$ cat config.mk
export PLATFORM = sky130hd
export DESIGN_NAME = nx_indirect_sweep_sequencer_flat
export DESIGN_NICKNAME = d
export VERILOG_FILES = /design/src/rtl/nx_indirect_sweep_pkg.sv /design/src/rtl/nx_indirect_sweep_if.sv /design/src/rtl/nx_indirect_sweep_timer.sv /design/src/rtl/nx_indirect_sweep_sequencer.sv /design/src/flat_wrapper.sv
export SDC_FILE = /design/constraint.sdc
export NUM_CORES = 1
export LEC_CHECK = 0
export CORE_UTILIZATION = 30
export DETAILED_ROUTE_END_ITERATION = 10
export HOLD_SLACK_MARGIN = 0.02
export PLACE_DENSITY = 0.6
export SYNTH_ARGS = -nofsm -noshare
export SYNTH_HDL_FRONTEND = slang
export SYNTH_SLANG_ARGS = --single-unit
$ cat constraint.sdc
create_clock -name clk -period 7.4 [get_ports clk]
set_clock_uncertainty 0.2 [all_clocks]
set_input_delay 1.11 -clock clk [delete_from_list [all_inputs] [get_ports clk]]
set_output_delay 1.11 -clock clk [all_outputs]
set_load 0.005 [all_outputs]
$ cat src/rtl/nx_indirect_sweep_pkg.sv
// rtl/nx_indirect_sweep_pkg.sv - shared types and constants for the indirect table sweep engine
package nx_indirect_sweep_pkg;

   typedef enum logic [1:0] {
      ST_IDLE,
      ST_CMD,
      ST_WAIT,
      ST_PUSH
   } sweep_state_t;

   localparam logic [3:0] CMND_OP_NOP  = 4'h0;
   localparam logic [3:0] CMND_OP_READ = 4'h1;

   localparam logic [2:0] STAT_READY = 3'd0;
   localparam logic [2:0] STAT_BUSY  = 3'd1;

endpackage

$ cat src/rtl/nx_indirect_sweep_if.sv
// rtl/nx_indirect_sweep_if.sv - control, indirect controller and output stream bundle of the sweep engine
interface nx_indirect_sweep_if #(
   parameter int N_DATA_BITS = 64,
   parameter int N_ADDR_BITS = 5
);
   logic                   start;
   logic [N_ADDR_BITS-1:0] first_addr;
   logic [N_ADDR_BITS-1:0] last_addr;
   logic                   abort;
   logic                   busy;
   logic                   done;
   logic                   error;
   logic [N_ADDR_BITS-1:0] err_addr;

   logic                   ia_wr_stb;
   logic [3:0]             ia_cmnd_op;
   logic [N_ADDR_BITS-1:0] ia_cmnd_addr;
   logic [2:0]             ia_stat_code;
   logic [N_DATA_BITS-1:0] ia_rd_dat;

   logic                   out_valid;
   logic                   out_ready;
   logic [N_DATA_BITS-1:0] out_data;
   logic [N_ADDR_BITS-1:0] out_addr;
   logic                   out_last;

   // Sequencer side
   modport master (
      input  start, first_addr, last_addr, abort,
      output busy, done, error, err_addr,
      output ia_wr_stb, ia_cmnd_op, ia_cmnd_addr,
      input  ia_stat_code, ia_rd_dat,
      output out_valid, out_data, out_addr, out_last,
      input  out_ready
   );

   // Consumer / controller side
   modport slave (
      output start, first_addr, last_addr, abort,
      input  busy, done, error, err_addr,
      input  ia_wr_stb, ia_cmnd_op, ia_cmnd_addr,
      output ia_stat_code, ia_rd_dat,
      input  out_valid, out_data, out_addr, out_last,
      output out_ready
   );
endinterface

$ cat src/rtl/nx_indirect_sweep_timer.sv
// rtl/nx_indirect_sweep_timer.sv - saturating WAIT timeout counter, used when NX_INDIRECT_SWEEP_TIMEOUT_EN is defined
module nx_indirect_sweep_timer #(
   parameter int CYCLES = 255
) (
   input  logic clk,
   input  logic rst_n,
   input  logic clear_i,
   input  logic en_i,
   output logic expired_o
);
   localparam int W = $clog2(CYCLES + 1);

   logic [W-1:0] count_q;
   logic [W-1:0] count_d;

   // Expires in the CYCLES-th enabled cycle so the caller can act in that same cycle
   assign expired_o = en_i && (count_q == W'(CYCLES - 1));

   always_comb begin
      count_d = count_q;
      if (clear_i) begin
         count_d = '0;
      end else if (en_i && !expired_o) begin
         count_d = count_q + 1'b1;
      end
   end

   always_ff @(posedge clk or negedge rst_n) begin
      if (!rst_n) begin
         count_q <= '0;
      end else begin
         count_q <= count_d;
      end
   end
endmodule

$ cat src/rtl/nx_indirect_sweep_sequencer.sv
// rtl/nx_indirect_sweep_sequencer.sv - reads an entry range through an indirect controller and streams it out
// Optional WAIT timeout compiled in with NX_INDIRECT_SWEEP_TIMEOUT_EN.
module nx_indirect_sweep_sequencer
   import nx_indirect_sweep_pkg::*;
#(
   parameter int N_DATA_BITS    = 64,
   parameter int N_ENTRIES      = 32,
   parameter int N_ADDR_BITS    = 5,
   parameter int TIMEOUT_CYCLES = 255
) (
   input  logic                clk,
   input  logic                rst_n,
   nx_indirect_sweep_if.master sw
);
   localparam logic [N_ADDR_BITS:0] ENTRIES_W = (N_ADDR_BITS + 1)'(N_ENTRIES);

   sweep_state_t           state_q, state_d;
   logic [N_ADDR_BITS-1:0] cur_q, cur_d;
   logic [N_ADDR_BITS-1:0] last_q, last_d;
   logic                   abort_q, abort_d;
   logic                   guard_q, guard_d;
   logic                   abort_pend;
   logic                   timer_expired;

   logic                   busy_q, busy_d;
   logic                   done_q, done_d;
   logic                   error_q, error_d;
   logic [N_ADDR_BITS-1:0] err_addr_q, err_addr_d;
   logic                   stb_q, stb_d;
   logic [3:0]             op_q, op_d;
   logic [N_ADDR_BITS-1:0] cmd_addr_q, cmd_addr_d;
   logic                   out_valid_q, out_valid_d;
   logic [N_DATA_BITS-1:0] out_data_q, out_data_d;
   logic [N_ADDR_BITS-1:0] out_addr_q, out_addr_d;
   logic                   out_last_q, out_last_d;

`ifdef NX_INDIRECT_SWEEP_TIMEOUT_EN
   logic timer_run;

   assign timer_run = (state_q == ST_WAIT) && !guard_q;

   nx_indirect_sweep_timer #(
      .CYCLES (TIMEOUT_CYCLES)
   ) u_timer (
      .clk       (clk),
      .rst_n     (rst_n),
      .clear_i   (!timer_run),
      .en_i      (timer_run),
      .expired_o (timer_expired)
   );
`else
   logic unused_timeout_cfg;

   assign unused_timeout_cfg = (TIMEOUT_CYCLES == 0);
   assign timer_expired      = 1'b0;
`endif

   always_comb begin
      state_d    = state_q;
      cur_d      = cur_q;
      last_d     = last_q;
      abort_d    = abort_q;
      guard_d    = 1'b0;
      done_d     = 1'b0;
      error_d    = 1'b0;
      err_addr_d = err_addr_q;
      out_data_d = out_data_q;
      abort_pend = abort_q | sw.abort;

      case (state_q)
         ST_IDLE: begin
            // start wins over a coincident abort; abort is only latched once busy
            abort_d = 1'b0;
            if (sw.start) begin
               if ((sw.first_addr > sw.last_addr) || ({1'b0, sw.last_addr} >= ENTRIES_W)) begin
                  error_d    = 1'b1;
                  err_addr_d = sw.first_addr;
               end else begin
                  cur_d   = sw.first_addr;
                  last_d  = sw.last_addr;
                  state_d = ST_CMD;
               end
            end
         end

         ST_CMD: begin
            abort_d = abort_pend;
            guard_d = 1'b1;
            state_d = ST_WAIT;
         end

         ST_WAIT: begin
            abort_d = abort_pend;
            // The controller status is stale in the cycle right after the strobe
            if (!guard_q) begin
               if (sw.ia_stat_code == STAT_BUSY) begin
                  if (timer_expired) begin
                     error_d    = 1'b1;
                     err_addr_d = cur_q;
                     abort_d    = 1'b0;
                     state_d    = ST_IDLE;
                  end
               end else if (sw.ia_stat_code == STAT_READY) begin
                  if (abort_pend) begin
                     abort_d = 1'b0;
                     state_d = ST_IDLE;
                  end else begin
                     out_data_d = sw.ia_rd_dat;
                     state_d    = ST_PUSH;
                  end
               end else begin
                  error_d    = 1'b1;
                  err_addr_d = cur_q;
                  abort_d    = 1'b0;
                  state_d    = ST_IDLE;
               end
            end
         end

         ST_PUSH: begin
            abort_d = abort_pend;
            if (sw.out_ready) begin
               if (out_last_q) begin
                  done_d  = !abort_pend;
                  state_d = ST_IDLE;
               end else if (abort_pend) begin
                  state_d = ST_IDLE;
               end else begin
                  cur_d   = cur_q + 1'b1;
                  state_d = ST_CMD;
               end
            end
         end

         default: state_d = ST_IDLE;
      endcase
   end

   // Every output is a flop loaded from the next state
   always_comb begin
      busy_d      = (state_d != ST_IDLE);
      stb_d       = (state_d == ST_CMD);
      op_d        = ((state_d == ST_CMD) || (state_d == ST_WAIT)) ? CMND_OP_READ : CMND_OP_NOP;
      cmd_addr_d  = (state_d == ST_CMD) ? cur_d : cmd_addr_q;
      out_valid_d = (state_d == ST_PUSH);
      out_addr_d  = (state_d == ST_PUSH) ? cur_d : out_addr_q;
      out_last_d  = (state_d == ST_PUSH) && (cur_d == last_d);
   end

   always_ff @(posedge clk or negedge rst_n) begin
      if (!rst_n) begin
         state_q     <= ST_IDLE;
         cur_q       <= '0;
         last_q      <= '0;
         abort_q     <= 1'b0;
         guard_q     <= 1'b0;
         busy_q      <= 1'b0;
         done_q      <= 1'b0;
         error_q     <= 1'b0;
         err_addr_q  <= '0;
         stb_q       <= 1'b0;
         op_q        <= CMND_OP_NOP;
         cmd_addr_q  <= '0;
         out_valid_q <= 1'b0;
         out_data_q  <= '0;
         out_addr_q  <= '0;
         out_last_q  <= 1'b0;
      end else begin
         state_q     <= state_d;
         cur_q       <= cur_d;
         last_q      <= last_d;
         abort_q     <= abort_d;
         guard_q     <= guard_d;
         busy_q      <= busy_d;
         done_q      <= done_d;
         error_q     <= error_d;
         err_addr_q  <= err_addr_d;
         stb_q       <= stb_d;
         op_q        <= op_d;
         cmd_addr_q  <= cmd_addr_d;
         out_valid_q <= out_valid_d;
         out_data_q  <= out_data_d;
         out_addr_q  <= out_addr_d;
         out_last_q  <= out_last_d;
      end
   end

   assign sw.busy         = busy_q;
   assign sw.done         = done_q;
   assign sw.error        = error_q;
   assign sw.err_addr     = err_addr_q;
   assign sw.ia_wr_stb    = stb_q;
   assign sw.ia_cmnd_op   = op_q;
   assign sw.ia_cmnd_addr = cmd_addr_q;
   assign sw.out_valid    = out_valid_q;
   assign sw.out_data     = out_data_q;
   assign sw.out_addr     = out_addr_q;
   assign sw.out_last     = out_last_q;
endmodule

$ cat src/flat_wrapper.sv
// flat-port wrapper written by rule: the top's interface ports become plain ports
module nx_indirect_sweep_sequencer_flat import nx_indirect_sweep_pkg::*;
#(
   parameter int N_DATA_BITS    = 64,
   parameter int N_ENTRIES      = 32,
   parameter int N_ADDR_BITS    = 5,
   parameter int TIMEOUT_CYCLES = 255
)
  (clk, rst_n, sw_start, sw_first_addr, sw_last_addr, sw_abort, sw_busy, sw_done, sw_error, sw_err_addr, sw_ia_wr_stb, sw_ia_cmnd_op, sw_ia_cmnd_addr, sw_ia_stat_code, sw_ia_rd_dat, sw_out_valid, sw_out_data, sw_out_addr, sw_out_last, sw_out_ready);
  nx_indirect_sweep_if #(.N_DATA_BITS(N_DATA_BITS), .N_ADDR_BITS(N_ADDR_BITS)) sw_i ();
  input  logic clk;
  input  logic rst_n;
  input wire logic [$bits(sw_i.start)-1:0] sw_start;
  input wire logic [$bits(sw_i.first_addr)-1:0] sw_first_addr;
  input wire logic [$bits(sw_i.last_addr)-1:0] sw_last_addr;
  input wire logic [$bits(sw_i.abort)-1:0] sw_abort;
  output wire logic [$bits(sw_i.busy)-1:0] sw_busy;
  output wire logic [$bits(sw_i.done)-1:0] sw_done;
  output wire logic [$bits(sw_i.error)-1:0] sw_error;
  output wire logic [$bits(sw_i.err_addr)-1:0] sw_err_addr;
  output wire logic [$bits(sw_i.ia_wr_stb)-1:0] sw_ia_wr_stb;
  output wire logic [$bits(sw_i.ia_cmnd_op)-1:0] sw_ia_cmnd_op;
  output wire logic [$bits(sw_i.ia_cmnd_addr)-1:0] sw_ia_cmnd_addr;
  input wire logic [$bits(sw_i.ia_stat_code)-1:0] sw_ia_stat_code;
  input wire logic [$bits(sw_i.ia_rd_dat)-1:0] sw_ia_rd_dat;
  output wire logic [$bits(sw_i.out_valid)-1:0] sw_out_valid;
  output wire logic [$bits(sw_i.out_data)-1:0] sw_out_data;
  output wire logic [$bits(sw_i.out_addr)-1:0] sw_out_addr;
  output wire logic [$bits(sw_i.out_last)-1:0] sw_out_last;
  input wire logic [$bits(sw_i.out_ready)-1:0] sw_out_ready;
  assign sw_i.start = sw_start;
  assign sw_i.first_addr = sw_first_addr;
  assign sw_i.last_addr = sw_last_addr;
  assign sw_i.abort = sw_abort;
  assign sw_busy = sw_i.busy;
  assign sw_done = sw_i.done;
  assign sw_error = sw_i.error;
  assign sw_err_addr = sw_i.err_addr;
  assign sw_ia_wr_stb = sw_i.ia_wr_stb;
  assign sw_ia_cmnd_op = sw_i.ia_cmnd_op;
  assign sw_ia_cmnd_addr = sw_i.ia_cmnd_addr;
  assign sw_i.ia_stat_code = sw_ia_stat_code;
  assign sw_i.ia_rd_dat = sw_ia_rd_dat;
  assign sw_out_valid = sw_i.out_valid;
  assign sw_out_data = sw_i.out_data;
  assign sw_out_addr = sw_i.out_addr;
  assign sw_out_last = sw_i.out_last;
  assign sw_i.out_ready = sw_out_ready;
  nx_indirect_sweep_sequencer #(.N_DATA_BITS(N_DATA_BITS), .N_ENTRIES(N_ENTRIES), .N_ADDR_BITS(N_ADDR_BITS), .TIMEOUT_CYCLES(TIMEOUT_CYCLES)) u_core (.clk(clk), .rst_n(rst_n), .sw(sw_i));
endmodule
* After elaboration in Yosys (flattened, before gate mapping) *
Cells that the tools add are included.

word-level totals
  register bits = 103
  bits of input ports = 82
  logic and storage cells = 84
  output and inout bits = 89

cells by class
  multiplexer cells = 39
  reductions and logical operators = 10
  bitwise operators = 4
  magnitude comparators = 1
  equality and inequality tests = 13
  add/subtract/negate cells = 1

operators by type and width
  kind                                                             count
  5-bit 2-to-1 mux                                                 13
  5-bit case mux with 2 select lines                               2
  2-bit 2-to-1 mux                                                 8
  1-bit 2-to-1 mux                                                 13
  2-bit == test, second input constant                             4
  2-bit != test, second input constant                             4
  2-bit case mux with 4 select lines                               1
  6-bit AND reduction                                              1
  5-bit by 1-bit adder with 5-bit output, second input constant    1
  5-bit == test                                                    1
  5-bit > comparator                                               1
  5-bit AND reduction                                              1
  2-bit by 1-bit == test with 1-bit output, second input constant  2
  2-bit nonzero test                                               2
  3-bit by 1-bit == test with 1-bit output, second input constant  1
  3-bit zero test                                                  1
  1-bit NOT                                                        3
  1-bit case mux with 3 select lines                               1
  2-bit zero test                                                  1
  2-bit by 1-bit != test with 1-bit output, second input constant  1
  1-bit case mux with 2 select lines                               1
  2-bit OR reduction                                               1
  1-bit logical AND                                                1
  1-bit zero test                                                  1
  2 further kinds                                                  2

* Longest topological paths before layout *
Gate-level depths: netlist of run 1.

  depth after elaboration = 9
  mapped depth = 16

* Least setup slack after synthesis of run 1 *
OpenSTA, ideal clock, no wires.

  path type = input to register
  start point = input port sw_last_addr[1]
  end point = register u_core.out_addr_q[1], in the netlist u_core.sw.out_addr[1]
  arrival time = 3.028 ns
  buffers on the path = 1
  data required time = 7.121 ns
  setup slack = 4.093 ns
  cell stages on the path = 13
  library setup time = 0.079 ns
  cell sequence = inv_1 ha_1 nor2b_4 o31ai_2 a21oi_1 and2_4 nor2_1 nor2_1 a21oi_1 ha_1 clkbuf_1 nor2_1 a21oi_1

between the ends
  longest elaborated chain between the ends = 5

RTL lines
  what                                RTL line                            RTL
  from (decl)                         flat_wrapper.sv:15                  input wire logic [$bits(sw_i.last_addr)-1:0] sw_last_addr;
  5-bit > comparator                  nx_indirect_sweep_sequencer.sv:75   if ((sw.first_addr > sw.last_addr) || ({1'b0, sw.last_addr} >= ENTRIES_W)) begin
  2-bit 2-to-1 mux                    nx_indirect_sweep_sequencer.sv:75
  2-bit 2-to-1 mux                    nx_indirect_sweep_sequencer.sv:74   if (sw.start) begin
  2-bit case mux with 4 select lines  nx_indirect_sweep_sequencer.sv:70   case (state_q)
  named net u_core.state_d[0]         nx_indirect_sweep_sequencer.sv:17   sweep_state_t state_q, state_d;
  2-bit == test                       -
  named net u_core.out_valid_d        nx_indirect_sweep_sequencer.sv:32   logic out_valid_q, out_valid_d;
  to (signal assigned)                nx_indirect_sweep_sequencer.sv:183  out_addr_q <= out_addr_d;
  to (decl)                           nx_indirect_sweep_sequencer.sv:34   logic [N_ADDR_BITS-1:0] out_addr_q, out_addr_d;

The timed path passes the listed nets, and every way through them passes these cells.
A chain may end at the register's enable or synchronous reset.

* Worst setup path in the final report of run 1 *
  start point = input port sw_abort
  end point = register u_core.out_last_q, in the netlist u_core.sw.out_last

between the ends
  longest elaborated chain between the ends = 8

RTL lines
  what                                  RTL line                            RTL
  from (decl)                           flat_wrapper.sv:16                  input wire logic [$bits(sw_i.abort)-1:0] sw_abort;
  1-bit bitwise OR *                    nx_indirect_sweep_sequencer.sv:68   abort_pend = abort_q | sw.abort;
  2-bit 2-to-1 mux                      nx_indirect_sweep_sequencer.sv:104  if (abort_pend) begin
  2-bit 2-to-1 mux                      nx_indirect_sweep_sequencer.sv:103  end else if (sw.ia_stat_code == STAT_READY) begin
  2-bit 2-to-1 mux                      nx_indirect_sweep_sequencer.sv:96   if (sw.ia_stat_code == STAT_BUSY) begin
  2-bit 2-to-1 mux                      nx_indirect_sweep_sequencer.sv:95   if (!guard_q) begin
  2-bit case mux with 4 select lines *  nx_indirect_sweep_sequencer.sv:70
  named net u_core.state_d[0]           nx_indirect_sweep_sequencer.sv:17
  2-bit == test *                       -
  named net u_core.out_valid_d          nx_indirect_sweep_sequencer.sv:32
  1-bit logical AND *                   nx_indirect_sweep_sequencer.sv:147  out_last_d = (state_d == ST_PUSH) && (cur_d == last_d);
  named net u_core.out_last_d           nx_indirect_sweep_sequencer.sv:35   logic out_last_q, out_last_d;
  to (signal assigned)                  nx_indirect_sweep_sequencer.sv:184  out_last_q <= out_last_d;
  to (decl)                             nx_indirect_sweep_sequencer.sv:35

The timed path passes the listed nets; every way through them passes the cells marked *.

==> results of run 1 <==
-- final timing paths --
kind                                                         start                                 end  cells after the start
worst min-delay path            u_core.sw.out_data[48]$_DFFE_PN0P_  u_core.sw.out_data[48]$_DFFE_PN0P_                      1
min in group asynchronous                                    rst_n   u_core.sw.out_addr[2]$_DFFE_PN0P_                      1
worst min register to register  u_core.sw.out_data[48]$_DFFE_PN0P_  u_core.sw.out_data[48]$_DFFE_PN0P_                      1
worst max register to register         u_core.state_q[0]$_DFF_PN0_        u_core.sw.out_last$_DFF_PN0_                     12
worst max-delay path                                      sw_abort        u_core.sw.out_last$_DFF_PN0_                     10
max in group asynchronous                                    rst_n  u_core.sw.out_data[21]$_DFFE_PN0P_                      2
-- logic make-up (layout without fill, tap and decap cells) --
| family | after synthesis | after routing | synth area share (%) |
|---|---|---|---|
| AOI/OAI and AO/OA | 42 | 42 | 6.50 |
| xor gates and xnor gates | 5 | 5 | 1.02 |
| adders and majority gates | 13 | 13 | 3.79 |
| buffers and inverters | 31 | 199 | 3.00 |
| DFF | 100 | 100 | 58.3 |
| muxes | 79 | 79 | 20.5 |
| other | 1 | 3 | 0.0874 |
| and+or+nand+nor | 58 | 58 | 6.85 |
-- where the power goes --
group	switching (uW)	internal [uW]	total, uW
registers	128	784	912
clock network	196	235	430
logic	385	620	1000
-- flip-flops by register name, indices dropped and copies added (netlist names) --
register / count
u_core.sw.out_data: 64
u_core.sw.out_last: 1
u_core.sw.done: 1
u_core.sw.error: 1
u_core.sw.out_valid: 1
u_core.sw.err_addr: 5
u_core.sw.busy: 1
u_core.abort_q: 1
u_core.sw.ia_cmnd_addr: 5
u_core.last_q: 5
u_core.sw.out_addr: 5
u_core.sw.ia_cmnd_op: 1
u_core.sw.ia_wr_stb: 1
u_core.state_q: 2
u_core.cur_q: 5
u_core.guard_q: 1
-- per-layer routing --
metal	up-vias	part of all wire [%]	routed length [um]
li1	1468	-	-
met1	1497	40	4190
met2	124	48	5060
met3	25	9.1	966
met4	0	3.3	353
met5	-	0	0
-- per-stage QoR --
step	hold WS (ns)	setup WS [ns]	total power (uW)	utilization [%]
CTS	0.307	3.42	2390	46.0
floorplan	0.284	4.09	1350	-
finish	0.302	3.46	2350	46.0
global placement	0.286	3.09	1920	44.1
detailed placement	0.291	3.04	1940	44.1
global route	0.318	3.08	2530	46.0
-- cell usage in the layout, fill, tap and decap left out, types with 2 or more instances in the layout --
cell type                         synthesis  final
sky130_fd_sc_hd__xnor2_1                  5      5
sky130_fd_sc_hd__nor2_1                  31     31
sky130_fd_sc_hd__a21oi_1                 19     19
sky130_fd_sc_hd__o21a_1                   2      2
sky130_fd_sc_hd__nor3_1                   2      2
sky130_fd_sc_hd__a31oi_1                  2      2
sky130_fd_sc_hd__a21o_1                   3      3
sky130_fd_sc_hd__clkdlybuf4s50_1          0    166
sky130_fd_sc_hd__nand4_1                  3      3
sky130_fd_sc_hd__inv_1                   16     16
sky130_fd_sc_hd__a221oi_1                 2      2
sky130_fd_sc_hd__mux2_2                  70     70
sky130_fd_sc_hd__clkinv_2                 0      3
sky130_fd_sc_hd__nand2_1                 11     11
sky130_fd_sc_hd__a221oi_2                 3      3
sky130_fd_sc_hd__dfrtp_1                100    100
sky130_fd_sc_hd__o21ai_0                  6      6
sky130_fd_sc_hd__conb_1                   1      3
sky130_fd_sc_hd__clkbuf_16                0      9
sky130_fd_sc_hd__ha_1                    13     13
sky130_fd_sc_hd__mux2i_1                  9      9
sky130_fd_sc_hd__buf_4                    3      2
-- area by class of cell --
cell class / count / share of cell area (%)
Sequential cell: 100 / 39.0
Multi-Input combinational cell: 200 / 26.2
Timing Repair Buffer: 168 / 26.1
Clock buffer: 11 / 3.79
Tap cell: 180 / 3.51
Inverter: 16 / 0.937
Clock inverter: 4 / 0.371
-- worst max-delay path, stage by stage --
cell                              delay, ns
sky130_fd_sc_hd__clkdlybuf4s50_1       0.46
sky130_fd_sc_hd__nor2_1                0.29
sky130_fd_sc_hd__nand3_4               0.72
sky130_fd_sc_hd__nand2_1               0.24
sky130_fd_sc_hd__nor2_1                0.09
sky130_fd_sc_hd__nor2_1                0.11
sky130_fd_sc_hd__nor2_1                0.06
sky130_fd_sc_hd__a21oi_1               0.23
sky130_fd_sc_hd__ha_1                  0.46
sky130_fd_sc_hd__and4b_1               0.25
==> metrics.txt, run 1 <==
# TYPE chip_impl_metric gauge
chip_impl_metric{name="grtUsageMet1",unit="%"} 17.3
chip_impl_metric{name="grt_util_all_layers",unit="%"} 15.4
chip_impl_info{name="yosys-top-cells-count",value="100 x sky130_fd_sc_hd__dfrtp_1, 70 x sky130_fd_sc_hd__mux2_2, 31 x sky130_fd_sc_hd__nor2_1, 19 x sky130_fd_sc_hd__a21oi_1, 16 x sky130_fd_sc_hd__inv_1"} 1
chip_impl_metric{name="cts.sink_count",unit=""} 100
chip_impl_metric{name="timing.max_slew.rel_slack",unit="%"} 35.4
chip_impl_metric{name="grt.overflow.total",unit=""} 0
chip_impl_metric{name="die_w",unit="um"} 122
chip_impl_info{name="hold_path_class",value="reg -> reg"} 1
chip_impl_info{name="unrepaired_setup_endpoints_after_global_routing",value="false"} 1
chip_impl_metric{name="cts_hold_buf",unit=""} 0
chip_impl_metric{name="rows",unit=""} 43
chip_impl_metric{name="fin_crit_sh",unit="%"} 53.2
chip_impl_metric{name="post_drt_via_cell_ratio",unit=""} 4.59
chip_impl_metric{name="setup.reg_to_reg.worst_slack",unit="ns"} 3.75
chip_impl_metric{name="die_outline_height",unit="um"} 122
chip_impl_metric{name="final_cell_count_no_fill",unit=""} 679
chip_impl_metric{name="post_synth_inst_count",unit=""} 329
chip_impl_metric{name="multi_input_comb_area",unit="um^2"} 1680
chip_impl_metric{name="finalCriticalPeriod",unit="ns"} 3.94
chip_impl_info{name="global_route.peak_usage_layer",value="met2"} 1
chip_impl_metric{name="synth_cell_types",unit=""} 37
chip_impl_metric{name="drive_above_1_share",unit="%"} 19.0
chip_impl_metric{name="htreeDepth",unit=""} 3
chip_impl_info{name="clock_tree.root_cell",value="sky130_fd_sc_hd__clkbuf_16"} 1
chip_impl_metric{name="required",unit="ns"} 7.48
chip_impl_metric{name="placeableCoreArea",unit="um^2"} 13900
chip_impl_metric{name="vdd.ir_drop.worst",unit="V"} 0.000168
chip_impl_metric{name="detailedRoute.firstPassIterationCount",unit=""} 4
chip_impl_metric{name="fin_nets",unit=""} 590
chip_impl_info{name="path_class",value="in -> reg"} 1
chip_impl_info{name="top_count_cell_post_synth",value="sky130_fd_sc_hd__dfrtp_1"} 1
chip_impl_metric{name="antenna_cells",unit=""} 0
chip_impl_metric{name="worstPathMaxFanout",unit=""} 66
chip_impl_metric{name="drc",unit=""} 0
chip_impl_metric{name="synth_seq_area_share",unit="%"} 58.3
chip_impl_metric{name="number_of_port_buffers",unit=""} 167
chip_impl_metric{name="post-cts-setup-buffers",unit=""} 0
chip_impl_info{name="tritoncts",value="yes"} 1
chip_impl_metric{name="total_cell_area_at_the_placement_stage",unit="um^2"} 6150
chip_impl_metric{name="detail-route-antenna-nets",unit=""} 0
chip_impl_metric{name="synthToLayoutAreaGrowth",unit="%"} 49.4
chip_impl_info{name="post_synth_main_area_contributors",value="sky130_fd_sc_hd__dfrtp_1 58%, sky130_fd_sc_hd__mux2_2 18%, sky130_fd_sc_hd__ha_1 3.8%, sky130_fd_sc_hd__nor2_1 2.7%, sky130_fd_sc_hd__a21oi_1 2.2%"} 1
chip_impl_metric{name="ff_latch_area",unit="um^2"} 2500
chip_impl_metric{name="grt.met2_usage",unit="%"} 24.8
chip_impl_metric{name="dieArea",unit="um^2"} 14800
chip_impl_metric{name="via_count_of_the_first_global_routing_pass",unit=""} 3440
chip_impl_metric{name="async_set_or_reset_register_ratio_after_synthesis",unit="%"} 100
chip_impl_info{name="synth_top_area_cell",value="sky130_fd_sc_hd__dfrtp_1"} 1
chip_impl_metric{name="start_util",unit="%"} 30.8
chip_impl_metric{name="clockBufferDepth",unit=""} 2
chip_impl_metric{name="power-per-cell-area",unit="nW/um^2"} 366
chip_impl_metric{name="synthesis.yosys.warnings",unit=""} 0
chip_impl_metric{name="worst-slew-pin-transition",unit="ns"} 0.970
chip_impl_metric{name="final_number_of_setup_violating_endpoints",unit=""} 0
chip_impl_info{name="cp-start-kind",value="input port"} 1
chip_impl_info{name="crit_path_end_kind",value="flop"} 1
chip_impl_metric{name="n_fill_cell",unit=""} 1281
chip_impl_metric{name="cts_resized",unit=""} 0
chip_impl_metric{name="crit_arrival",unit="ns"} 4.02
chip_impl_metric{name="finalWeightedCongestion",unit=""} 0.819
chip_impl_metric{name="yosys_register_bits",unit=""} 100
chip_impl_metric{name="routed_wire_length_per_instance",unit="um"} 15.6
chip_impl_metric{name="number_of_enable_type_register_cells_in_the_synthesized_netlist",unit=""} 0
chip_impl_metric{name="cts_buffers",unit=""} 9
chip_impl_metric{name="power_leakage",unit="uW"} 0.00291
chip_impl_info{name="run_status",value="complete, no violations"} 1
chip_impl_metric{name="grtUsageMet3",unit="%"} 6.98
chip_impl_metric{name="place_inst",unit=""} 664
chip_impl_metric{name="post_synth.cell_area_avg",unit="um^2"} 13.0
chip_impl_metric{name="maxCapViolCount",unit=""} 0
chip_impl_metric{name="yosysTopAreaCellShare",unit="%"} 58.3
chip_impl_metric{name="grt_pass1_wl",unit="um"} 17300
chip_impl_metric{name="post-route-cell-area",unit="um^2"} 6410
chip_impl_metric{name="finalHoldViolCount",unit=""} 0
chip_impl_metric{name="routed_wl",unit="um"} 10600
chip_impl_metric{name="timing_max_transition_violations_final",unit=""} 0
chip_impl_metric{name="clkTransAtPathRegs",unit="ns"} 0.06
chip_impl_metric{name="grt_antenna_before_repair",unit=""} 0
chip_impl_info{name="postSynth.topFlopCell",value="sky130_fd_sc_hd__dfrtp_1"} 1
chip_impl_metric{name="grt_max_degree",unit=""} 78
chip_impl_metric{name="worst_skew_pair.late_latency",unit="ns"} 0.35
chip_impl_metric{name="dp.final_hpwl",unit="um"} 7820
chip_impl_metric{name="final.setup.tns",unit="ns"} 0
chip_impl_metric{name="synth.cell_area",unit="um^2"} 4290
chip_impl_metric{name="max_freq",unit="MHz"} 254
chip_impl_metric{name="vias",unit=""} 3114
chip_impl_metric{name="boundaryPins",unit=""} 171
chip_impl_metric{name="drt_first_iter_violations",unit=""} 128
Power figures use the tool's default switching activity.
==> run 2: changes to the inputs <==
Settings changed: PLACE_DENSITY 0.6 to 0.62.
Clock period 7.4 ns to 3.25 ns, I/O delays scaled along.
==> run 2 against run 1 <==
  * Wire length grew 1.9%
  * Critical endpoint unchanged
  * Final cell count up 3.4%
  * Sequential cell count unchanged
  * Register-to-register slack got worse by 3.0 ns
  * Global-route usage down 0.48 points
==> metrics.txt, run 2 (synthesized netlist as in run 1, its figures left out) <==
# TYPE chip_impl_metric gauge
chip_impl_metric{name="antenna_cells",unit=""} 0
chip_impl_metric{name="routed_wire_length_per_instance",unit="um"} 15.3
chip_impl_metric{name="die_outline_height",unit="um"} 122
chip_impl_metric{name="maxCapViolCount",unit=""} 0
chip_impl_metric{name="timing_max_transition_violations_final",unit=""} 0
chip_impl_metric{name="finalWeightedCongestion",unit=""} 0.825
chip_impl_metric{name="dieArea",unit="um^2"} 14800
chip_impl_metric{name="net-switching-power",unit="uW"} 1640
chip_impl_metric{name="post_drt_via_cell_ratio",unit=""} 4.56
chip_impl_metric{name="dp.final_hpwl",unit="um"} 7910
chip_impl_metric{name="worst_skew_pair.late_latency",unit="ns"} 0.34
chip_impl_metric{name="final.hold.worst_slack",unit="ns"} 0.304
chip_impl_info{name="hold_path_class",value="reg -> reg"} 1
chip_impl_metric{name="cts.sink_count",unit=""} 100
chip_impl_metric{name="vias",unit=""} 3204
chip_impl_metric{name="grt.overflow.total",unit=""} 0
chip_impl_info{name="crit_path_end_kind",value="flop"} 1
chip_impl_metric{name="finalHoldViolCount",unit=""} 0
chip_impl_metric{name="cts_resized",unit=""} 0
chip_impl_metric{name="largest_register_ffs",unit=""} 64
chip_impl_metric{name="worst-slew-pin-transition",unit="ns"} 0.625
chip_impl_metric{name="ff_latch_area",unit="um^2"} 2500
chip_impl_metric{name="clockBufferDepth",unit=""} 2
chip_impl_info{name="tritoncts",value="yes"} 1
chip_impl_info{name="layout.cells.most_common",value="sky130_fd_sc_hd__clkdlybuf4s50_1"} 1
chip_impl_metric{name="synthToLayoutAreaGrowth",unit="%"} 54.4
chip_impl_info{name="path_class",value="in -> reg"} 1
chip_impl_metric{name="post-route-cell-area",unit="um^2"} 6630
chip_impl_metric{name="grtUsageMet3",unit="%"} 5.10
chip_impl_info{name="mostFrequentLayoutCells",value="166 x sky130_fd_sc_hd__clkdlybuf4s50_1, 100 x sky130_fd_sc_hd__dfrtp_1, 70 x sky130_fd_sc_hd__mux2_2"} 1
chip_impl_metric{name="drc",unit=""} 0
chip_impl_metric{name="grtUsageMet1",unit="%"} 17.3
chip_impl_metric{name="post-cts-setup-buffers",unit=""} 0
chip_impl_info{name="clock_tree.root_cell",value="sky130_fd_sc_hd__clkbuf_16"} 1
chip_impl_metric{name="rows",unit=""} 43
chip_impl_metric{name="number_of_port_buffers",unit=""} 167
chip_impl_metric{name="worstPathMaxFanout",unit=""} 5
chip_impl_metric{name="fin_crit_sh",unit="%"} 91.6
chip_impl_metric{name="timing.max_slew.rel_slack",unit="%"} 58.3
chip_impl_metric{name="max_freq",unit="MHz"} 336
chip_impl_metric{name="power_frac_seq",unit="%"} 37.6
chip_impl_metric{name="power-per-cell-area",unit="nW/um^2"} 833
chip_impl_metric{name="power.share.clock",unit="%"} 18.3
chip_impl_metric{name="detailedRoute.firstPassIterationCount",unit=""} 4
chip_impl_metric{name="placeableCoreArea",unit="um^2"} 13900
chip_impl_metric{name="grt_max_degree",unit=""} 58
chip_impl_metric{name="required",unit="ns"} 3.28
chip_impl_metric{name="n_fill_cell",unit=""} 1268
chip_impl_metric{name="finalCriticalPeriod",unit="ns"} 2.98
chip_impl_metric{name="final_cell_count_no_fill",unit=""} 702
chip_impl_metric{name="multi_input_comb_area",unit="um^2"} 1680
chip_impl_info{name="global_route.peak_usage_layer",value="met2"} 1
chip_impl_metric{name="boundaryPins",unit=""} 171
chip_impl_metric{name="routed_wl",unit="um"} 10800
chip_impl_info{name="cp-start-kind",value="input port"} 1
chip_impl_metric{name="total_cell_area_at_the_placement_stage",unit="um^2"} 6340
chip_impl_metric{name="htreeDepth",unit=""} 3
chip_impl_metric{name="grt_util_all_layers",unit="%"} 15.0
chip_impl_metric{name="p_int",unit="uW"} 3880
chip_impl_metric{name="place_inst",unit=""} 687
chip_impl_metric{name="crit_arrival",unit="ns"} 3.01
chip_impl_info{name="run_status",value="complete, no violations"} 1
chip_impl_metric{name="vdd.ir_drop.worst",unit="V"} 0.000467
chip_impl_metric{name="cts_buffers",unit=""} 9
chip_impl_metric{name="drive_above_1_share",unit="%"} 22.6
chip_impl_metric{name="p_comb_share",unit="%"} 44.2
chip_impl_metric{name="clkTransAtPathRegs",unit="ns"} 0.07
chip_impl_metric{name="drt_first_iter_violations",unit=""} 97
chip_impl_metric{name="die_w",unit="um"} 122
chip_impl_metric{name="sw_frac_of_total",unit="%"} 29.6
chip_impl_info{name="unrepaired_setup_endpoints_after_global_routing",value="false"} 1
chip_impl_metric{name="grt_antenna_before_repair",unit=""} 0
chip_impl_metric{name="final_number_of_setup_violating_endpoints",unit=""} 0
chip_impl_metric{name="cts_hold_buf",unit=""} 1
chip_impl_metric{name="fin_nets",unit=""} 614
chip_impl_metric{name="detail-route-antenna-nets",unit=""} 0
chip_impl_metric{name="setup.reg_to_reg.worst_slack",unit="ns"} 0.73
chip_impl_metric{name="grt.met2_usage",unit="%"} 25.3
chip_impl_metric{name="final.setup.tns",unit="ns"} 0
chip_impl_metric{name="power_leakage",unit="uW"} 0.00304
chip_impl_metric{name="grt_pass1_wl",unit="um"} 16900
chip_impl_metric{name="via_count_of_the_first_global_routing_pass",unit=""} 3349
chip_impl_metric{name="start_util",unit="%"} 30.8
chip_impl_metric{name="finish.utilization",unit="%"} 47.6
[run 2: power groups by stage]
stage / combinational [uW] / sequential (uW) / clock [uW]
floorplan: 977 / 2100 / 0
global placement: 2430 / 2070 / 0
detailed placement: 2460 / 2100 / 0
CTS: 2480 / 2080 / 1050
global route: 2670 / 2150 / 1100
finish: 2440 / 2070 / 1010
[run 2: worst paths after layout]
check,start,depth (start not counted),end
setup / recovery,sw_last_addr[1],12,u_core.sw.out_last$_DFF_PN0_
hold / removal,u_core.sw.out_data[40]$_DFFE_PN0P_,1,u_core.sw.out_data[40]$_DFFE_PN0P_
setup reg to reg,u_core.state_q[0]$_DFF_PN0_,8,u_core.sw.out_last$_DFF_PN0_
hold reg to reg,u_core.sw.out_data[40]$_DFFE_PN0P_,1,u_core.sw.out_data[40]$_DFFE_PN0P_
max in group asynchronous,rst_n,3,u_core.sw.out_data[37]$_DFFE_PN0P_
min in group asynchronous,rst_n,2,u_core.sw.out_data[52]$_DFFE_PN0P_
[run 2: area by class of cell]
type,instances,area share [%]
flip-flops and latches,100,37.7
repair buffers,192,28.4
multi-input cells,200,25.4
clock buffers,12,4.02
well taps,180,3.40
inverters,16,0.906
clock inverters,2,0.151
[run 2: worst max-delay path, stage by stage]
cell and delay [ns]:
sky130_fd_sc_hd__clkdlybuf4s50_1 0.47, sky130_fd_sc_hd__inv_1 0.05, sky130_fd_sc_hd__ha_1 0.31, sky130_fd_sc_hd__nor2b_4 0.13, sky130_fd_sc_hd__o31ai_2 0.21, sky130_fd_sc_hd__a21oi_1 0.15
sky130_fd_sc_hd__and2_4 0.21, sky130_fd_sc_hd__o21a_1 0.17, sky130_fd_sc_hd__a221oi_1 0.38, sky130_fd_sc_hd__inv_1 0.13, sky130_fd_sc_hd__xnor2_1 0.14, sky130_fd_sc_hd__and4b_1 0.16
[run 2: through the flow]
stage | power [uW] | setup WS [ns]
after global placement | 4500 | -0.0246
after CTS | 5610 | 0.265
final | 5520 | 0.273
after detailed placement | 4550 | -0.0398
after global routing | 5920 | 0.144
after floorplan | 3080 | 0.430
[run 2: metal layers]
layer / routed length [um] / up-vias
li1: - / 1512
met1: 4460 / 1572
met2: 5360 / 107
met3: 793 / 13
met4: 157 / 0
met5: 0 / -
==> run 3: changes to the inputs <==
Settings changed: CORE_UTILIZATION 30 to 39, PLACE_DENSITY 0.62 to 0.77.
==> run 3 against run 2 <==
  * Core utilization increased by 14 points
  * Total power is 3.3% lower
  * Cell area shrank 2.2%
  * Worst setup slack improved by 0.039 ns
  * Critical endpoint unchanged
  * Final cell count fell by 6.6%
  * Fmax is 1.3% higher
  * Sequential power about the same
  * Sequential cell count stayed put
  * Clock power is 18% lower
  * Die area down 23%
  * Wire length fell by 6.0%
  * Global-route usage grew 3.3 points
==> metrics.txt, run 3 (synthesized netlist as in run 1, its figures left out) <==
# TYPE chip_impl_metric gauge
chip_impl_info{name="run_status",value="complete, no violations"} 1
chip_impl_metric{name="crit_arrival",unit="ns"} 2.99
chip_impl_metric{name="via_count_of_the_first_global_routing_pass",unit=""} 3363
chip_impl_metric{name="rows",unit=""} 37
chip_impl_info{name="list_of_cells_traversed_by_the_critical_path",value="clkdlybuf4s50_1 -> inv_1 -> ha_1 -> nor2b_4 -> o31ai_2 -> a21oi_1 -> nor3_1 -> a221oi_1 -> buf_4 -> xnor2_1 -> and4b_1"} 1
chip_impl_info{name="path_class",value="in -> reg"} 1
chip_impl_metric{name="die_w",unit="um"} 107
chip_impl_metric{name="timing.max_slew.rel_slack",unit="%"} 47.7
chip_impl_metric{name="grt_pass1_wl",unit="um"} 16400
chip_impl_metric{name="cts_buffers",unit=""} 9
chip_impl_metric{name="placeableCoreArea",unit="um^2"} 10500
chip_impl_metric{name="largest_register_ffs",unit=""} 64
chip_impl_info{name="critical_path.reg2reg.startpoint",value="u_core.state_q[1]$_DFF_PN0_"} 1
chip_impl_metric{name="die_outline_height",unit="um"} 107
chip_impl_metric{name="final_number_of_setup_violating_endpoints",unit=""} 0
chip_impl_metric{name="timing_max_transition_violations_final",unit=""} 0
chip_impl_metric{name="final.setup.tns",unit="ns"} 0
chip_impl_metric{name="worst-slew-pin-transition",unit="ns"} 0.785
chip_impl_metric{name="finalHoldViolCount",unit=""} 0
chip_impl_info{name="cp_slowest_cell",value="sky130_fd_sc_hd__nor3_1"} 1
chip_impl_metric{name="worstHoldPathCells",unit=""} 1
chip_impl_metric{name="cpPeakStageDelay",unit="ns"} 0.50
chip_impl_metric{name="grtUsageMet1",unit="%"} 23.0
chip_impl_metric{name="synthToLayoutAreaGrowth",unit="%"} 51.1
chip_impl_metric{name="drive_above_1_share",unit="%"} 22.3
chip_impl_metric{name="finalWeightedCongestion",unit=""} 0.926
chip_impl_metric{name="drt_first_iter_violations",unit=""} 95
chip_impl_metric{name="setup.reg_to_reg.worst_slack",unit="ns"} 0.76
chip_impl_metric{name="routed_wl",unit="um"} 10100
chip_impl_info{name="hold_path_class",value="reg -> reg"} 1
chip_impl_metric{name="start_util",unit="%"} 40.9
chip_impl_metric{name="grt_antenna_before_repair",unit=""} 0
chip_impl_metric{name="cts_resized",unit=""} 0
chip_impl_metric{name="post_drt_via_cell_ratio",unit=""} 4.86
chip_impl_metric{name="r2r.worst_path.cells",unit=""} 8
chip_impl_info{name="whs_endpoint",value="u_core.sw.out_data[46]$_DFFE_PN0P_"} 1
chip_impl_info{name="global_route.peak_usage_layer",value="met2"} 1
chip_impl_metric{name="finalCriticalPeriod",unit="ns"} 2.94
chip_impl_info{name="crit_path_end_kind",value="flop"} 1
chip_impl_metric{name="dp.final_hpwl",unit="um"} 7600
chip_impl_metric{name="cts.sink_count",unit=""} 100
chip_impl_metric{name="p_total",unit="uW"} 5340
chip_impl_metric{name="fin_crit_sh",unit="%"} 90.4
chip_impl_metric{name="clockBufferDepth",unit=""} 2
chip_impl_metric{name="vdd.ir_drop.worst",unit="V"} 0.000362
chip_impl_metric{name="maxCapViolCount",unit=""} 0
chip_impl_metric{name="grt.overflow.total",unit=""} 0
chip_impl_metric{name="routed_wire_length_per_instance",unit="um"} 15.4
chip_impl_metric{name="worst_skew_pair.late_latency",unit="ns"} 0.35
chip_impl_metric{name="detailedRoute.firstPassIterationCount",unit=""} 4
chip_impl_metric{name="grt_util_all_layers",unit="%"} 18.2
chip_impl_metric{name="grt_max_degree",unit=""} 65
chip_impl_metric{name="detail-route-antenna-nets",unit=""} 0
chip_impl_info{name="cp-start-kind",value="input port"} 1
chip_impl_metric{name="vias",unit=""} 3187
chip_impl_metric{name="boundaryPins",unit=""} 171
chip_impl_metric{name="power-per-cell-area",unit="nW/um^2"} 823
chip_impl_info{name="critical-path-top-delay-family",value="simple AND/OR/NAND/NOR gates"} 1
chip_impl_info{name="hold_path_startpoint",value="u_core.sw.out_data[46]$_DFFE_PN0P_"} 1
chip_impl_metric{name="worst-path-buf-inv",unit=""} 3
chip_impl_metric{name="worstPathMaxFanout",unit=""} 4
chip_impl_metric{name="max_freq",unit="MHz"} 340
chip_impl_metric{name="fin_nets",unit=""} 610
chip_impl_info{name="clock_tree.root_cell",value="sky130_fd_sc_hd__clkbuf_8"} 1
chip_impl_metric{name="grt.met2_usage",unit="%"} 30.6
chip_impl_metric{name="required",unit="ns"} 3.30
chip_impl_metric{name="grtUsageMet3",unit="%"} 4.38
chip_impl_metric{name="antenna_cells",unit=""} 0
chip_impl_metric{name="power_leakage",unit="uW"} 0.00299
chip_impl_info{name="r2r-end",value="u_core.sw.out_last$_DFF_PN0_"} 1
chip_impl_info{name="tritoncts",value="yes"} 1
chip_impl_metric{name="dieArea",unit="um^2"} 11400
chip_impl_metric{name="clkTransAtPathRegs",unit="ns"} 0.11
chip_impl_info{name="mostFrequentLayoutCells",value="166 x sky130_fd_sc_hd__clkdlybuf4s50_1, 100 x sky130_fd_sc_hd__dfrtp_1, 70 x sky130_fd_sc_hd__mux2_2"} 1
chip_impl_info{name="unrepaired_setup_endpoints_after_global_routing",value="false"} 1
chip_impl_metric{name="htreeDepth",unit=""} 3
chip_impl_info{name="layout.cells.most_common",value="sky130_fd_sc_hd__clkdlybuf4s50_1"} 1
chip_impl_metric{name="drc",unit=""} 0
chip_impl_metric{name="number_of_port_buffers",unit=""} 167
run 3: how the worst max path moves through the flow:
stage	startpoint	endpoint	slack, ns	cells after the start
final	sw_last_addr[1]	u_core.sw.out_last$_DFF_PN0_	0.31	11
after detailed placement	sw_last_addr[1]	u_core.sw.out_addr[2]$_DFFE_PN0P_	-0.05	14
after global placement	sw_first_addr[0]	u_core.sw.out_last$_DFF_PN0_	0.009	11
after global routing	sw_last_addr[1]	u_core.sw.out_last$_DFF_PN0_	0.13	12
after CTS	sw_last_addr[1]	u_core.sw.out_last$_DFF_PN0_	0.33	11
after floorplan	u_core.state_q[0]$_DFF_PN0_	u_core.sw.out_addr[1]$_DFFE_PN0P_	0.43	16
run 3: final cells by class:
class                           instances  area (um^2)
Clock buffer                            9          124
Clock inverter                          7         81.3
Fill cell                             851         4020
Inverter                               16         60.1
Multi-Input combinational cell        200         1680
Sequential cell                       100         2500
Tap cell                              136          170
Timing Repair Buffer                  188         1870
run 3: power by group:
group | total, uW | internal (uW) | switching (uW)
clock network | 831 | 369 | 461
registers | 2080 | 1780 | 295
logic | 2430 | 1540 | 894
total | 5340 | 3690 | 1650
run 3: per-layer routing:
| metal | part of all wire [%] | wire length [um] | up-vias |
|---|---|---|---|
| met2 | 49 | 4960 | 125 |
| met4 | 1.9 | 192 | 0 |
| met1 | 42 | 4270 | 1538 |
| met3 | 7.0 | 706 | 14 |
| met5 | 0 | 0 | - |
| li1 | - | - | 1510 |
run 3: stage by stage:
step	setup slack, ns	util [%]	instance area (um^2)	hold slack, ns	cells
final	0.312	61.7	6490	0.310	656
after global routing	0.135	61.7	6490	0.327	656
after CTS	0.326	61.7	6490	0.315	656
after detailed placement	-0.0540	59.7	6270	0.291	639
after global placement	0.00866	59.7	6270	0.286	639
after floorplan	0.430	-	4300	-0.00809	331
run 3: repair_timing:
item	CTS	global route
endpoints found under the setup margin	0	0
buffers inserted	0	0
hold endpoints to repair	46	0
hold buffers	1	0
